--- config.mk ---
export PLATFORM = sky130hd
export DESIGN_NAME = seven_seg_shift_out
export DESIGN_NICKNAME = d
export VERILOG_FILES = /design/src/rtl/msf_clock_pkg.sv /design/src/rtl/ser_phase_timer.sv /design/src/rtl/seven_seg_shift_out.sv
export SDC_FILE = /design/constraint.sdc
export NUM_CORES = 1
export LEC_CHECK = 0
export ABC_AREA = 1
export CAP_MARGIN = 40
export CORE_MARGIN = 4
export CORE_UTILIZATION = 55
export DETAILED_ROUTE_END_ITERATION = 10
export DONT_BUFFER_PORTS = 1
export GPL_ROUTABILITY_DRIVEN = 0
export MAX_ROUTING_LAYER = met4
export PLACE_DENSITY = 0.71
export SLEW_MARGIN = 20
export SYNTH_ARGS = -nofsm -noshare
export SYNTH_HDL_FRONTEND = slang
export SYNTH_SLANG_ARGS = --single-unit
--- constraint.sdc ---
create_clock -name clk_i -period 2.21 [get_ports clk_i]
set_clock_uncertainty 0.2 [all_clocks]
set_input_delay 0.3315 -clock clk_i [delete_from_list [all_inputs] [get_ports clk_i]]
set_output_delay 0.3315 -clock clk_i [all_outputs]
set_load 0.01 [all_outputs]
--- src/rtl/msf_clock_pkg.sv ---
// Shared definitions for the HH:MM:SS seven-segment serial transmitter.
// Provides frame geometry, FSM state encoding and the frame packing helper.
package msf_clock_pkg;

    localparam int NUM_DIGITS = 6;
    localparam int SEG_W      = 7;
    localparam int FRAME_W    = 48;

    typedef enum logic [1:0] {
        ST_IDLE,
        ST_SHIFT,
        ST_LATCH
    } state_t;

    // One byte per digit {dp, segments}; digit 5 lands in the top byte so
    // it leaves the MSB-first shifter first.
    function automatic logic [FRAME_W-1:0] pack_frame(
        input logic [NUM_DIGITS*SEG_W-1:0] seg,
        input logic [NUM_DIGITS-1:0]       dp,
        input logic                        inv
    );
        logic [FRAME_W-1:0] f;
        f = '0;
        for (int d = 0; d < NUM_DIGITS; d++) begin
            f[d*8 +: 8] = {dp[d], seg[d*SEG_W +: SEG_W]};
        end
        return inv ? ~f : f;
    endfunction

endpackage

--- src/rtl/ser_phase_timer.sv ---
// Phase timer: counts CLK_DIV cycles per phase, pulses phase_end_o on the
// last cycle. Ports: clk_i, rst_i, load_i (restart), en_i (run), phase_end_o.
module ser_phase_timer #(
    parameter int unsigned CLK_DIV = 4
) (
    input  logic clk_i,
    input  logic rst_i,
    input  logic load_i,
    input  logic en_i,
    output logic phase_end_o
);
    import msf_clock_pkg::*;

    localparam int CW = $clog2(CLK_DIV) + 1;
    localparam logic [CW-1:0] RELOAD = CW'(CLK_DIV - 1);

    logic [CW-1:0] r_cnt;

    assign phase_end_o = (r_cnt == '0);

    // Reload on the terminal cycle so consecutive phases run back to back.
    always_ff @(posedge clk_i or posedge rst_i) begin
        if (rst_i) begin
            r_cnt <= '0;
        end else if (load_i) begin
            r_cnt <= RELOAD;
        end else if (en_i) begin
            if (r_cnt == '0) begin
                r_cnt <= RELOAD;
            end else begin
                r_cnt <= r_cnt - CW'(1);
            end
        end
    end

endmodule

--- src/rtl/seven_seg_shift_out.sv ---
// Serialises six seven-segment digits plus decimal points into a chain of
// 74HC595-style registers, then pulses the storage latch.
// Ports: clk_i, rst_i, seven_seg_hms_i[41:0], dp_i[5:0], start_i,
//        busy_o, done_o, ser_clk_o, ser_data_o, ser_latch_o.
module seven_seg_shift_out #(
    parameter int unsigned CLK_DIV        = 4,
    parameter bit          SEG_ACTIVE_LOW = 1'b0
) (
    input  logic        clk_i,
    input  logic        rst_i,
    input  logic [41:0] seven_seg_hms_i,
    input  logic [5:0]  dp_i,
    input  logic        start_i,
    output logic        busy_o,
    output logic        done_o,
    output logic        ser_clk_o,
    output logic        ser_data_o,
    output logic        ser_latch_o
);
    import msf_clock_pkg::*;

    state_t             r_state;
    logic [FRAME_W-1:0] r_shreg;
    logic [5:0]         r_bitcnt;
    logic               r_busy;
    logic               r_done;
    logic               r_sclk;
    logic               r_latch;

    logic [FRAME_W-1:0] w_frame;
    logic               w_accept;
    logic               w_phase_end;

    assign w_frame  = pack_frame(seven_seg_hms_i, dp_i, SEG_ACTIVE_LOW);
    assign w_accept = (r_state == ST_IDLE) && start_i;

    ser_phase_timer #(
        .CLK_DIV (CLK_DIV)
    ) u_timer (
        .clk_i       (clk_i),
        .rst_i       (rst_i),
        .load_i      (w_accept),
        .en_i        (r_state != ST_IDLE),
        .phase_end_o (w_phase_end)
    );

    always_ff @(posedge clk_i or posedge rst_i) begin
        if (rst_i) begin
            r_state  <= ST_IDLE;
            r_shreg  <= '0;
            r_bitcnt <= '0;
            r_busy   <= 1'b0;
            r_done   <= 1'b0;
            r_sclk   <= 1'b0;
            r_latch  <= 1'b0;
        end else begin
            r_done <= 1'b0;
            unique case (r_state)
                ST_IDLE: begin
                    if (start_i) begin
                        r_shreg  <= w_frame;
                        r_bitcnt <= 6'd47;
                        r_busy   <= 1'b1;
                        r_sclk   <= 1'b0;
                        r_state  <= ST_SHIFT;
                    end
                end
                ST_SHIFT: begin
                    if (w_phase_end) begin
                        if (!r_sclk) begin
                            r_sclk <= 1'b1;
                        end else begin
                            r_sclk <= 1'b0;
                            // Last bit is not shifted out so the data pin
                            // keeps its value through LATCH and IDLE.
                            if (r_bitcnt == 6'd0) begin
                                r_latch <= 1'b1;
                                r_state <= ST_LATCH;
                            end else begin
                                r_shreg  <= {r_shreg[FRAME_W-2:0], 1'b0};
                                r_bitcnt <= r_bitcnt - 6'd1;
                            end
                        end
                    end
                end
                ST_LATCH: begin
                    if (w_phase_end) begin
                        r_latch <= 1'b0;
                        r_busy  <= 1'b0;
                        r_done  <= 1'b1;
                        r_state <= ST_IDLE;
                    end
                end
                default: r_state <= ST_IDLE;
            endcase
        end
    end

    assign busy_o      = r_busy;
    assign done_o      = r_done;
    assign ser_clk_o   = r_sclk;
    assign ser_data_o  = r_shreg[FRAME_W-1];
    assign ser_latch_o = r_latch;

endmodule
; ---- Word-level counts from Yosys, hierarchy flattened
; Index checks and enable logic that the tools add are counted.
[totals]
register_bits = 63
inputBits = 51
out_inout_bits = 5
wordCells = 64
[classes]
add_sub_neg = 2
n_eq_ne = 8
muxes = 32
n_reduce_logical = 14
[ops]
columns = op, n
row1 = 2-to-1 mux 48 bit, 4
row2 = case mux 48 bit (2 select lines), 1
row3 = 2-to-1 mux 6 bit, 4
row4 = AND reduction 5 bit, 3
row5 = case mux 6 bit (2 select lines), 1
row6 = 2-to-1 mux 1 bit, 10
row7 = 2-to-1 mux 2 bit, 5
row8 = nonzero test 2 bit, 5
row9 = 2-to-1 mux 3 bit, 3
row10 = inequality test 2 bit (second input constant), 4
row11 = logical NOT 6 bit, 1
row12 = case mux 1 bit (2 select lines), 3
row13 = case mux 2 bit (3 select lines), 1
row14 = AND reduction 3 bit, 2
row15 = subtractor 6 x 1 -> 6 bit (second input constant), 1
row16 = inequality test 2 x 1 -> 1 bit (second input constant), 2
row17 = logical NOT 3 bit, 1
row18 = subtractor 3 x 1 -> 3 bit (second input constant), 1
row19 = equality test 2 x 1 -> 1 bit (second input constant), 1
row20 = equality test 2 bit (second input constant), 1
row21 = logical NOT 2 bit, 1
row22 = logical AND 1 bit, 1

; ---- Depth between registers and ports, before layout
; Gate-level depths: netlist (run 1).
[logic_depth]
depth_word = 5
mapped_depth = 10
depth_no_buf = 9

; ---- Hierarchy
; A second synthesis (run 1) with hierarchy kept.
[unflattened]
hier_cells = 493
area_unflattened_um2 = 3450.8
[by_module_without_submodules]
columns = mod, n_inst, cells_per_inst, area_per_inst_um2
row1 = seven_seg_shift_out, 1, 466, 3249.4
row2 = ser_phase_timer, 1, 27, 201.4

; ---- Worst setup path after synthesis (run 1)
; No wires, ideal clock.
[synth_path]
path_type = reg-to-reg
start = reg u_timer.r_cnt[0]
end = reg r_bitcnt[2]
setup_ps = 116
t_arrival_ps = 1493
setup_slack_ps = 401
path_stages_with_launch = 10
path_buffers = 1
path_cell_list = dfrtp_1 > inv_1 > ha_1 > ha_1 > nand3_1 > a21oi_1 > nand2_2 > buf_6 > nand2_1 > nand2_1
[synth_between]
elab_chain_cells = 3
[synth_rtl]
columns = element, line_no
row1 = from (decl), ser_phase_timer.sv:17  ; logic [CW-1:0] r_cnt;
row2 = from (signal assigned), ser_phase_timer.sv:31  ; r_cnt <= r_cnt - CW'(1);
row3 = logical NOT 3 bit, ser_phase_timer.sv:19  ; assign phase_end_o = (r_cnt == '0);
row4 = inequality test 2 x 1 -> 1 bit (no line), --
row5 = AND reduction 5 bit (no line), --
row6 = to (signal assigned), seven_seg_shift_out.sv:81  ; r_bitcnt <= r_bitcnt - 6'd1;
row7 = to (decl), seven_seg_shift_out.sv:24  ; logic [5:0] r_bitcnt;
; Every way passes these cells.
; A chain may end at the register's enable or synchronous reset.

; ---- Worst setup path in the final report (run 1)
[layout_path]
start = reg u_timer.r_cnt[0]
end = reg r_shreg[36]
[layout_between]
elab_chain_cells = 3
[layout_rtl]
columns = element, line_no
row1 = logical NOT 3 bit, ser_phase_timer.sv:19
row2 = inequality test 2 x 1 -> 1 bit (no line), --
row3 = AND reduction 5 bit (no line), --
row4 = to (signal assigned), seven_seg_shift_out.sv:61  ; r_shreg <= w_frame;
row5 = to (signal assigned), seven_seg_shift_out.sv:80  ; r_shreg <= {r_shreg[FRAME_W-2:0], 1'b0};
row6 = to (decl), seven_seg_shift_out.sv:23  ; logic [FRAME_W-1:0] r_shreg;
; Every way passes these cells.

==> results.md, run 1 <==
Setup path:
- In this run the worst path has a maximum fanout of 21.
- The most prevalent standard cell on the critical path is sky130_fd_sc_hd__nand2_1.
- The type of the setup path with the least slack is register to register.
- The library cell contributing the largest single delay on the critical path is sky130_fd_sc_hd__dfrtp_1.
- The kind of cell adding the most delay to the critical path is simple AND/OR/NAND/NOR gates.
- The startpoint class of the critical path is a register.
- STA classifies the critical path endpoint as a register.
- STA puts the critical path data arrival time at around 2000 ps.
- The largest stage delay on the critical path is about 360 ps.
- The critical path contains buffers and inverters numbering 2 combined.
- The startpoint of the worst setup timing path is u_timer.r_cnt[0]$_DFFE_PP0P_.
- The slack of the worst reg-to-reg path is 250 ps.
- The start of the worst register-to-register path is u_timer.r_cnt[0]$_DFFE_PP0P_.
- Traced cell by cell, the critical path runs through inv_1 -> ha_1 -> ha_1 -> nand3_1 -> nand2_1 -> nand2_1 -> nor2_4 -> buf_4 -> nand2_1 -> nand2_1.
- The required time at the endpoint of the critical path is roughly 2300 ps.

Die:
- The I/O pin count is 56.
- The height of the die is ~85 um.
- The die is around 85 um wide.
- The site row count is 27.
- The die area is 0.00723 mm2.
- The effective utilization at floorplan is between 50% and 60%.
- The area of the core region is ~0.0056 mm2.

Timing:
- In the finished design, the share of the clock period the worst path needs comes to roughly nine tenths.
- Setup repair after global routing left no endpoint under its margin.
- Setup violations remaining at the end of the flow were counted as 0.
- The number of max-slew violations in the final report is 0.
- Counting I/O delays and the setup requirement, the final critical path takes just under 2000 ps.
- The total count of hold-check failures in the final report was 0.
- For the pin with the worst max-slew slack, the measured transition is around 340 ps.
- The tightest hold margin is between 10 and 15 ps.
- The setup total negative slack is 0 ps.
- Headroom to the max-slew limit came out at between 70 and 80%.
- Static timing analysis puts the maximum clock frequency at 0.510 GHz.

GRT:
- The pin count of the biggest net entering global routing is 64.
- The initial antenna violation count is 0.
- The overall routing resource usage is between 20% and 30%.
- The via count of the first global-routing pass is between 2000 and 3000.
- The wire length of the first global-routing pass is 11.5 mm.
- The remaining global-route overflow is 0.

Run:
- Across the run, the number of max-cap violations was 0.

CTS:
- Clock tree synthesis found a total of 63 sinks.
- The clock slew at the register clock pins of the worst setup and hold paths is ~60 ps.
- The source-to-sink clock delay at the later pin of the worst-skew pair is around 330 ps.
- Counting along the longest clock path gives a buffer depth of 2.
- The H-tree depth is 3.
- The cell sitting at the root of the clock tree is a sky130_fd_sc_hd__clkbuf_8.
- Post-CTS repair changed the size of 0 cells.
- In this run, CTS created clock tree buffers numbering 9.
- TritonCTS built the clock tree.

Cells and area:
- The antenna diode count is 0.
- The area growth from synthesis to layout is 9.05%.
- The final non-filler cell area is between 0.003 and 0.004 mm2.
- After the last flow step, the layout net total stands at roughly 520.
- In the layout the commonest cells are sky130_fd_sc_hd__nand2_1, sky130_fd_sc_hd__dfrtp_1, sky130_fd_sc_hd__inv_1.
- The share of layout cells above drive strength 1 is between 6 and 7%.
- The most common library cell in the layout ignoring fill and taps is sky130_fd_sc_hd__nand2_1.
- The count of fill cells added during filler insertion is around 500.

Synthesis:
- The number of nets produced by synthesis is 518.
- The Yosys step of the flow raised 0 warnings.
- In this run, synthesis produced a sequential element count of 63.
- Yosys mapped the design onto 20 distinct sky130hd cell types.
- The synthesized netlist occupies a cell area of 0.00326 mm2.
- The average instance in the mapped netlist occupies 7.06 um2.
- The share of the Yosys chip area taken by registers is around 48%.
- The post-synthesis instance total is around 460.

Routing:
- The routed wire length is 6.52 mm.
- Summing over every cut layer, the via total after detailed routing is 2723.
- The first TritonRoute pass finished after 4 iterations.
- The average via count per standard cell is roughly 5.
- The number of remaining DRC errors is 0.
- The initial DRC count is approximately 180.
- The detail route stage leaves a number of antenna-violating nets equal to 0.
- The average detailed-routed wire length per instance is 12.0 um.

Run status:
- The flow ran to the end, and the final reports show no timing, DRC or antenna violations.

Pwr:
- IR analysis of the VDD net gives a maximum drop of about 620 uV.
- Summed over all cells, the static leakage comes to ~2 nW.
- The power density normalized to cell area is roughly 1400 mW/mm2.

Placed design:
- Detailed placement ended at an HPWL of 4.25 mm.
- The quantity of I/O buffers inserted on ports is 0.
- The total cell area at the placement stage is about 0.0033 mm2.

Worst hold path:
- In this run the worst hold path is classified as input port to register.
- In this run the most critical hold path is launched from seven_seg_hms_i[25].
## metal layers
| metal | vias to the layer above | share of wire, % | global-route usage (%) | wire length, um |
|---|---|---|---|---|
| met5 | - | 0 | - | 0 |
| met4 | 0 | 1.4 | 7.77 | 88 |
| met3 | 11 | 5.3 | 4.47 | 343 |
| met2 | 54 | 47 | 33.1 | 3080 |
| met1 | 1257 | 46 | 24.9 | 3000 |
| li1 | 1401 | - | - | - |
## sequential cells by signal, indices dropped and copies added, names as in the netlist
signal         cells
u_timer.r_cnt      3
ser_latch_o        1
ser_clk_o          1
r_bitcnt           6
busy_o             1
r_shreg           48
r_state            2
done_o             1
## worst reg2reg max path, delay by kind of cell (launching register included)
kind	cells	cell delay, ps
and+or+nand+nor	6	620
adders and majority gates	2	400
buffers and inverters	2	340
DFF	1	360
## report_power, final
group          switching [mW]  leakage (nW)  internal [mW]
Clock                   0.414         0.109          0.610
Combinational            1.24          1.14          0.716
Sequential              0.264         0.808           1.57
Total                    1.92          2.06           2.90
## Yosys cell counts
library cell | count | share of area (%)
sky130_fd_sc_hd__o31ai_1 | 1 | 0.23
sky130_fd_sc_hd__a21oi_1 | 3 | 0.46
sky130_fd_sc_hd__nor3_1 | 2 | 0.31
sky130_fd_sc_hd__dfrtp_1 | 63 | 48
sky130_fd_sc_hd__nand4_1 | 3 | 0.58
sky130_fd_sc_hd__nand2_1 | 317 | 36
sky130_fd_sc_hd__or2_2 | 2 | 0.38
sky130_fd_sc_hd__clkbuf_1 | 3 | 0.35
sky130_fd_sc_hd__ha_1 | 5 | 1.9
sky130_fd_sc_hd__nand3_1 | 7 | 1.1
sky130_fd_sc_hd__nor2_4 | 1 | 0.35
sky130_fd_sc_hd__nor2_2 | 1 | 0.19
sky130_fd_sc_hd__nand3b_1 | 2 | 0.46
sky130_fd_sc_hd__inv_2 | 2 | 0.23
sky130_fd_sc_hd__inv_1 | 17 | 2.0
sky130_fd_sc_hd__o21ai_0 | 5 | 0.77
sky130_fd_sc_hd__buf_2 | 7 | 1.1
sky130_fd_sc_hd__nand2_2 | 2 | 0.38
sky130_fd_sc_hd__buf_6 | 10 | 3.5
sky130_fd_sc_hd__nor2_1 | 9 | 1.0
## stage by stage
step / total power [mW] / util [%] / setup slack, ps / std cells
after floorplan: 3.48 / - / 109 / 462
after global placement: 3.75 / 58.5 / 332 / 523
after detailed placement: 3.82 / 58.5 / 264 / 523
after CTS: 4.87 / 63.1 / 242 / 544
after global routing: 5.32 / 63.1 / 28.7 / 544
final: 4.82 / 63.1 / 248 / 544
## cells by family (layout without fill, tap and decap cells)
| kind of cell | after synthesis | after routing | share of synthesized area, % |
|---|---|---|---|
| compound gates | 9 | 9 | 1.46 |
| buf+inv | 39 | 49 | 7.06 |
| simple gates | 346 | 346 | 41.2 |
| fa+ha+maj | 5 | 5 | 1.92 |
| flops | 63 | 63 | 48.3 |
## area by class of cell
type	instances	area [um2]	area share, %
Inverter	19	71.3	2.00
Tap cell	72	90.1	2.53
Clock inverter	3	40.0	1.13
Clock buffer	13	169	4.75
Multi-Input combinational cell	360	1460	40.9
Sequential cell	63	1580	44.3
Timing Repair Buffer	14	155	4.36
## final timing paths
check	to	depth (start not counted)
setup / recovery	r_shreg[36]$_DFFE_PP0P_	10
hold / removal	r_shreg[28]$_DFFE_PP0P_	4
max in group asynchronous	r_shreg[21]$_DFFE_PP0P_	3
min in group asynchronous	r_shreg[47]$_DFFE_PP0P_	3
hold reg to reg	r_shreg[17]$_DFFE_PP0P_	2
setup reg to reg	r_shreg[36]$_DFFE_PP0P_	10
## what timing repair did
item	CTS	global route
hold endpoints to repair	66	0
setup buffers	0	0
hold buffers	5	0
Note: power is estimated with default switching activity, not from simulation.
==> inputs of run 2 (changes only) <==
Settings changed: BUFFER_PORTS_ARGS set to -buffer_cell sky130_fd_sc_hd__buf_2, DONT_BUFFER_PORTS 1 to not set, PLACE_DENSITY 0.71 to 0.79.
==> run 2 against run 1 <==
  * First-iteration DRC count is 0.55% higher
  * Routed wire length is 5.1% higher
  * Non-clock buffer count is 50 higher
  * Clock power hardly changed
  * Critical path type unchanged
  * Critical endpoint is now r_shreg[38]$_DFFE_PP0P_
==> results.md, run 2 (synthesis gave the netlist of run 1 again) <==
Run status:
- The flow ran to the end, and the final reports show no timing, DRC or antenna violations.

Die:
- The floorplan has 27 rows.
- The I/O pin count is 56.
- The die covers a little over 0.007 mm2.
- After floorplanning, the core was sized to cover 0.00564 mm2.
- The horizontal die dimension is ~85 um.
- In this run the vertical extent of the chip is 85.0 um.
- The effective utilization at floorplan is between 50 and 60%.

Timing:
- Setup violations remaining at the end of the flow were counted as 0.
- The clock period could shrink to 1960 ps.
- The total count of hold-check failures in the final report is 0.
- Setup repair after global routing left no endpoint under its margin.
- Summed over all failing endpoints, the final setup total negative slack is 0 ps.
- The number of max-slew violations in the final report is 0.
- The actual slew at the worst max-slew pin is around 440 ps.
- The final critical path takes up between 80% and 90% of the cycle.
- Headroom to the max-slew limit came out at a little over two thirds.
- Across all setup checks in the final design, the least slack found is around 250 ps.
- Derived from the worst setup path, the maximum achievable clock frequency is slightly above 0.5 GHz.

Routing:
- The number of vias in the routed layout is roughly 2900.
- The first TritonRoute pass finished after 4 iterations.
- The initial DRC count is approximately 180.
- Dividing the detail-routed via count by the number of cells gives about 4.8.
- In the routed design, unresolved DRC markers number 0.
- In this run the remaining antenna-violating nets after routing total 0.
- Dividing the detail-routed wire length by the instance count gives around 12 um.
- The routed design has ~6.8 mm of wire.

GRT:
- The total overflow left after global routing is 0.
- The via count of the first global-routing pass is between 2000 and 3000.
- The pin count of the biggest net entering global routing is between 50 and 60.
- The initial antenna violation count was 0.
- The first global-routing pass estimated ~12 mm of wire.
- Global routing used a little over a fifth of the available tracks across all layers.

Placed design:
- The half-perimeter wire length after detailed placement is between 4 and 5 mm.
- OpenSTA, run right after detailed placement, puts the worst setup slack at around 210 ps.
- In this run the tool buffered the top-level ports with 55 buffer cells.

Run:
- Across the run, the number of max-cap violations was 0.

Setup path:
- The startpoint of the worst setup timing path is u_timer.r_cnt[0]$_DFFE_PP0P_.
- The arrival time of data at the critical path endpoint is a little under 2000 ps.
- The start of the worst register-to-register path is u_timer.r_cnt[0]$_DFFE_PP0P_.
- The worst setup path is captured at a register.
- For the worst setup path, the data required time is approximately 2200 ps.
- The worst setup path is launched from a register.
- The type of the setup path with the least slack is register to register.
- The highest net fanout along the worst path is 35.

Cells and area:
- The register with the highest flop count is r_shreg.
- The post-route netlist has approximately 17% of its cells at a drive strength greater than 1.
- The layout has between 400 and 500 filler cells.
- Relative to the synthesized area, the layout overhead comes to 16.0%.
- The largest registers in the layout are r_shreg: 48 flops, r_bitcnt: 6 flops, u_timer.r_cnt: 3 flops.
- The number of antenna diodes in the final layout is 0.
- The top cell types in the final layout, fill and taps aside, are sky130_fd_sc_hd__nand2_1, sky130_fd_sc_hd__dfrtp_1, sky130_fd_sc_hd__buf_2.
- The library cell used most frequently in the layout, excluding fill and tap cells, is sky130_fd_sc_hd__nand2_1.
- After the last flow step, the layout net total stands at approximately 570.
- The flip-flop count of the largest register, all copies and words added is 48.

CTS:
- The clock slew at the register clock pins of the worst setup and hold paths is roughly 70 ps.
- The TritonCTS clock tree is built.
- The maximum clock insertion buffer count is 2.
- The cell chosen for the clock root is sky130_fd_sc_hd__clkbuf_8.
- The H-tree depth is 3.
- The number of sinks handled by clock tree synthesis is 63.
- The number of clock buffers added by TritonCTS is 9.
- The source-to-sink clock delay at the later pin of the worst-skew pair is around 330 ps.

Pwr:
- The largest vdd supply drop is about 700 uV.
- In this run, the clock network consumes roughly a fifth of the power.
- Sequential cells account for around 38% of the total power.
- Net switching is approximately two fifths of the power.
- Dividing total power by cell area gives a power density of about 1300 mW/mm2.
- Combinational cells account for between 40% and 50% of the total power.
- The net switching power figure is about 2.0 mW.
- The leakage power is 2.24 nW.
- Cell internal power was estimated by the tool at 2.91 mW.

Worst hold path:
- The path class of the lowest-slack min-delay path is input port to register.
- The worst hold path begins at seven_seg_hms_i[0].
run 2: changes by cell type in the layout (fill, tap and decap cells not counted), sizes merged:
| cell | delta |
|---|---|
| clkinv | -1 |
| buf | +53 |
| dlygate4sd3 | -4 |
| clkinvlp | +1 |
run 2: critical path: stages, from the launching register on:
cell and delay, ps:
sky130_fd_sc_hd__dfrtp_1 360, sky130_fd_sc_hd__inv_1 80, sky130_fd_sc_hd__ha_1 180, sky130_fd_sc_hd__ha_2 220
sky130_fd_sc_hd__nand3_1 120, sky130_fd_sc_hd__a21oi_2 200, sky130_fd_sc_hd__nand2_2 70, sky130_fd_sc_hd__buf_4 250
sky130_fd_sc_hd__nand2_1 90, sky130_fd_sc_hd__nand2_1 70
run 2: layer usage:
| layer | vias up | share of wire, % | GRT usage, % |
|---|---|---|---|
| met5 | - | 0 | - |
| met4 | 0 | 2.0 | 7.77 |
| met2 | 76 | 47 | 35.2 |
| met3 | 15 | 5.6 | 3.69 |
| li1 | 1498 | - | - |
| met1 | 1276 | 45 | 25.9 |
run 2: worst paths after layout:
path	end	slack, ps	depth (start not counted)
min in group asynchronous	u_timer.r_cnt[0]$_DFFE_PP0P_	280	3
max in group asynchronous	ser_clk_o$_DFFE_PP0P_	970	4
setup reg to reg	r_shreg[38]$_DFFE_PP0P_	250	9
hold / removal	r_shreg[0]$_DFFE_PP0P_	70	3
setup / recovery	r_shreg[38]$_DFFE_PP0P_	250	9
hold reg to reg	r_shreg[47]$_DFFE_PP0P_	280	2
run 2: power groups by stage:
stage | Clock, mW | Combinational [mW] | Sequential [mW]
after floorplan | 0 | 1.70 | 1.79
after global placement | 0 | 1.92 | 1.82
after detailed placement | 0 | 2.01 | 1.83
after CTS | 1.01 | 2.02 | 1.82
after global routing | 1.06 | 2.44 | 1.88
final | 0.989 | 2.06 | 1.83
run 2: timing repair:
| action | CTS | global route |
|---|---|---|
| hold buffers | 1 | 0 |
| endpoints found under the hold margin | 10 | 0 |
| setup endpoints to repair | 0 | 35 |
| setup buffers | 0 | 0 |
| resized for setup | 0 | 2 |
run 2: area by class of cell:
| type | count | area, um2 | share of cell area [%] |
|---|---|---|---|
| inverter | 19 | 71.3 | 1.88 |
| timing repair buffer | 64 | 388 | 10.2 |
| clock inverter | 3 | 42.5 | 1.12 |
| multi-input combinational | 360 | 1460 | 38.6 |
| clock buffer | 12 | 155 | 4.10 |
| tap | 72 | 90.1 | 2.38 |
| sequential | 63 | 1580 | 41.7 |
run 2: metrics by stage:
| stage | total power, mW | util (%) | instances | cell area [um2] | hold slack (ps) |
|---|---|---|---|---|---|
| after floorplan | 3.48 | - | 462 | 3260 | 242 |
| after global placement | 3.74 | 62.9 | 576 | 3550 | 76.2 |
| after detailed placement | 3.84 | 62.9 | 576 | 3550 | 75.3 |
| after CTS | 4.86 | 66.5 | 592 | 3750 | 62.1 |
| after global routing | 5.38 | 67.1 | 593 | 3780 | 98.5 |
| final | 4.88 | 67.1 | 593 | 3780 | 72.2 |
==> inputs of run 3 (changes only) <==
Settings changed: CELL_PAD_IN_SITES_DETAIL_PLACEMENT set to 1, CELL_PAD_IN_SITES_GLOBAL_PLACEMENT set to 1, CORE_UTILIZATION 55 to 40, PLACE_DENSITY 0.79 to 0.81.
==> run 3 against run 2 <==
  * Register-to-register slack got worse by 70 ps
  * Utilization decreased by 19 points
  * Critical path depth increased by 1
  * Total power increased by 0.77%
  * Critical path type unchanged
  * Highest routed layer unchanged
==> results.md, run 3 (synthesis gave the netlist of run 1 again) <==
Cells and area:
- The library cells used most frequently in the layout, excluding fill and tap cells, are sky130_fd_sc_hd__nand2_1, sky130_fd_sc_hd__dfrtp_1, sky130_fd_sc_hd__buf_2.
- Across the whole layout, storage elements account for around 0.0016 mm2.
- Leaving out fill and tap cells, the most frequent cell in the layout is sky130_fd_sc_hd__nand2_1.
- Ranked by flip-flop count, first place goes to r_shreg.
- The flip-flop count of the largest register, all copies and words added is 48.
- The largest registers in the layout are r_shreg: 48 flops, r_bitcnt: 6 flops, u_timer.r_cnt: 3 flops.
- 0 antenna diodes ended up in the layout.
- The final non-filler cell area is between 0.003 and 0.004 mm2.
- The multi-input combinational cell area is between 0.001 and 0.0015 mm2.
- The layout has ~1100 filler cells.
- From synthesis to final layout, the design area changed by 16.6%.
- The net count of the finished layout is between 500 and 600.
- The share of layout cells above drive strength 1 is 16.5%.

CTS:
- In this run the deepest clock path goes through 2 buffers.
- At the later pin of the worst-skew pair, clock insertion delay measures 340 ps.
- The TritonCTS clock tree is built.
- The number of sinks handled by clock tree synthesis is 63.
- The H-tree depth is 3.
- Once the clock tree was built, the resizer swapped 0 gates to a different size.
- Buffers inserted during clock tree synthesis total 9.
- The number of buffers inserted to repair setup after CTS is 0.
- The cell chosen for the clock root is sky130_fd_sc_hd__clkbuf_8.
- The cts-stage hold buffer count is 1.
- The clock slew at the register clock pins of the worst setup and hold paths is roughly 70 ps.

Die:
- In this run the core area contains 32 standard-cell rows.
- The die is between 90 and 100 um tall.
- The die covers ~0.0097 mm2.
- The horizontal die dimension is approximately 100 um.
- The effective utilization at floorplan is 41.6%.
- The I/O pin count is 56.
- The area of the core region is 0.00785 mm2.

Timing:
- The post-route minimum period is between 2000 and 2500 ps.
- Setup repair after global routing left no endpoint under its margin.
- After routing, the total negative slack on setup checks comes to 0 ps.
- Static timing analysis puts the maximum clock frequency at 0.492 GHz.
- The number of max-slew violations in the final report is 0.
- The total count of hold-check failures in the final report is 0.
- Setup violations remaining at the end of the flow were counted as 0.
- The share of the clock period used by the worst path after layout is between 90% and 100%.
- Measured against its own limit, the worst slew margin works out to ~76%.
- The actual slew at the worst max-slew pin is about 350 ps.

Routing:
- The average detailed-routed wire length per instance is around 13 um.
- The antenna violation net count after detailed routing is 0.
- Before antenna repair, the detailed router went through 4 iterations.
- The number of vias in the routed layout is between 2000 and 3000.
- The number of remaining DRC errors is 0.
- The routed wire length is between 8 and 9 mm.
- The detailed router finished its first iteration with 111 violations.
- The average via count per standard cell is roughly 4.7.

GRT:
- Global routing consumed, over all layers together, approximately a fifth of the routing resources.
- The first global-routing pass estimated 14.6 mm of wire.
- The initial antenna violation count is 0.
- The pin count of the biggest net entering global routing is 64.
- The via count of the first global-routing pass is 3338.
- The total overflow left after global routing is 0.

Pwr:
- The worst-case IR drop observed on VDD is 847 uV.
- The fraction of power spent switching nets is between 40% and 50%.
- The share of total power dissipated in sequential elements is a little under two fifths.
- The leakage power is between 2 and 2.5 nW.
- The net switching power figure is about 2.0 mW.
- In this run the power density over the cells is between 1000 and 1500 mW/mm2.
- In this run, the combinational gates consume 42.9% of the power.
- The total internal power is 2.87 mW.
- The clock network is responsible for about 20% of the overall power.

Run:
- The number of max-capacitance violations reported is 0.

Worst hold path:
- The worst hold path belongs to the class input port to register.

Setup path:
- The type of the setup path with the least slack is register to register.
- The largest stage delay on the critical path is roughly 370 ps.
- The kind of cell adding the most delay to the critical path is simple AND/OR/NAND/NOR gates.
- The worst setup path is captured at a register.
- The required time at the endpoint of the critical path is 2280 ps.
- Data arrives at the worst endpoint at 2100 ps.
- The highest net fanout along the worst path is 53.
- The most prevalent standard cell on the critical path is sky130_fd_sc_hd__nand2_1.
- The buffers plus inverters on the worst setup path is 2.
- The largest individual stage delay along the critical path comes from the cell sky130_fd_sc_hd__dfrtp_1.
- STA classifies the critical path startpoint as a register.
- The critical path goes through inv_1 -> ha_1 -> ha_1 -> nand3_1 -> nand2_1 -> nand2_1 -> nor2_4 -> buf_12 -> nand2_1 -> nand2_1.

Placed design:
- In this run the cell area measured after placement is between 0.003 and 0.004 mm2.
- Summed over all nets, the half-perimeter wirelength after detailed placement is roughly 5.4 mm.
- Input and output buffers added on the ports amount to 55.

Run status:
- The flow ran to the end, and the final reports show no timing, DRC or antenna violations.
-- run 3: changes by cell type in the layout (fill, tap and decap cells not counted), sizes merged --
cell	before	now
clkbuf	13	12
buf	62	63
clkinvlp	1	0
clkinv	1	3
-- run 3: worst paths after layout --
check / startpoint / endpoint / slack, ps / cells past startpoint
min reg2reg: r_shreg[41]$_DFFE_PP0P_ / r_shreg[41]$_DFFE_PP0P_ / 280 / 2
min in group asynchronous: rst_i / r_shreg[29]$_DFFE_PP0P_ / 400 / 4
max: u_timer.r_cnt[0]$_DFFE_PP0P_ / r_bitcnt[1]$_DFFE_PP0P_ / 180 / 10
max in group asynchronous: rst_i / r_shreg[34]$_DFFE_PP0P_ / 1120 / 4
max reg2reg: u_timer.r_cnt[0]$_DFFE_PP0P_ / r_bitcnt[1]$_DFFE_PP0P_ / 180 / 10
min: seven_seg_hms_i[0] / r_shreg[0]$_DFFE_PP0P_ / 70 / 3
-- run 3: power groups by stage --
stage / Sequential, mW / Combinational, mW / Clock (mW)
detailed placement: 1.84 / 2.14 / 0
CTS: 1.82 / 2.17 / 1.02
floorplan: 1.79 / 1.70 / 0
finish: 1.82 / 2.11 / 0.984
global placement: 1.82 / 2.03 / 0
global route: 1.88 / 2.49 / 1.07
-- run 3: per-stage QoR --
stage               cells  setup slack (ps)  total power, mW  utilization (%)  hold slack (ps)
finish                624               179             4.92             48.5             68.1
global route          624              18.8             5.44             48.5             62.7
CTS                   624               175             5.01             48.5             46.5
detailed placement    607               196             3.98             45.9              235
global placement      607               322             3.84             45.9              232
floorplan             462               109             3.48                -              242
-- run 3: cell type report --
cell class,count,share of cell area [%]
clock inverter,4,1.18
tap,102,3.36
clock buffer,12,3.82
sequential,63,41.4
timing repair buffer,64,10.1
multi-input combinational,360,38.3
inverter,19,1.87
-- run 3: worst register-to-register path: cells and delay by family (launching register included) --
kind / cells / cell delay, ps
flip-flops: 1 / 370
AND/OR/NAND/NOR: 6 / 670
buffers and inverters: 2 / 320
adder cells (fa/ha/maj): 2 / 420
-- run 3: metal layers --
layer	track usage (%)	routed length (um)	up-vias
met5	-	0	-
met4	5.67	123	0
met3	3.79	282	11
met2	33.3	4090	46
met1	21.2	3600	1409
li1	-	-	1496
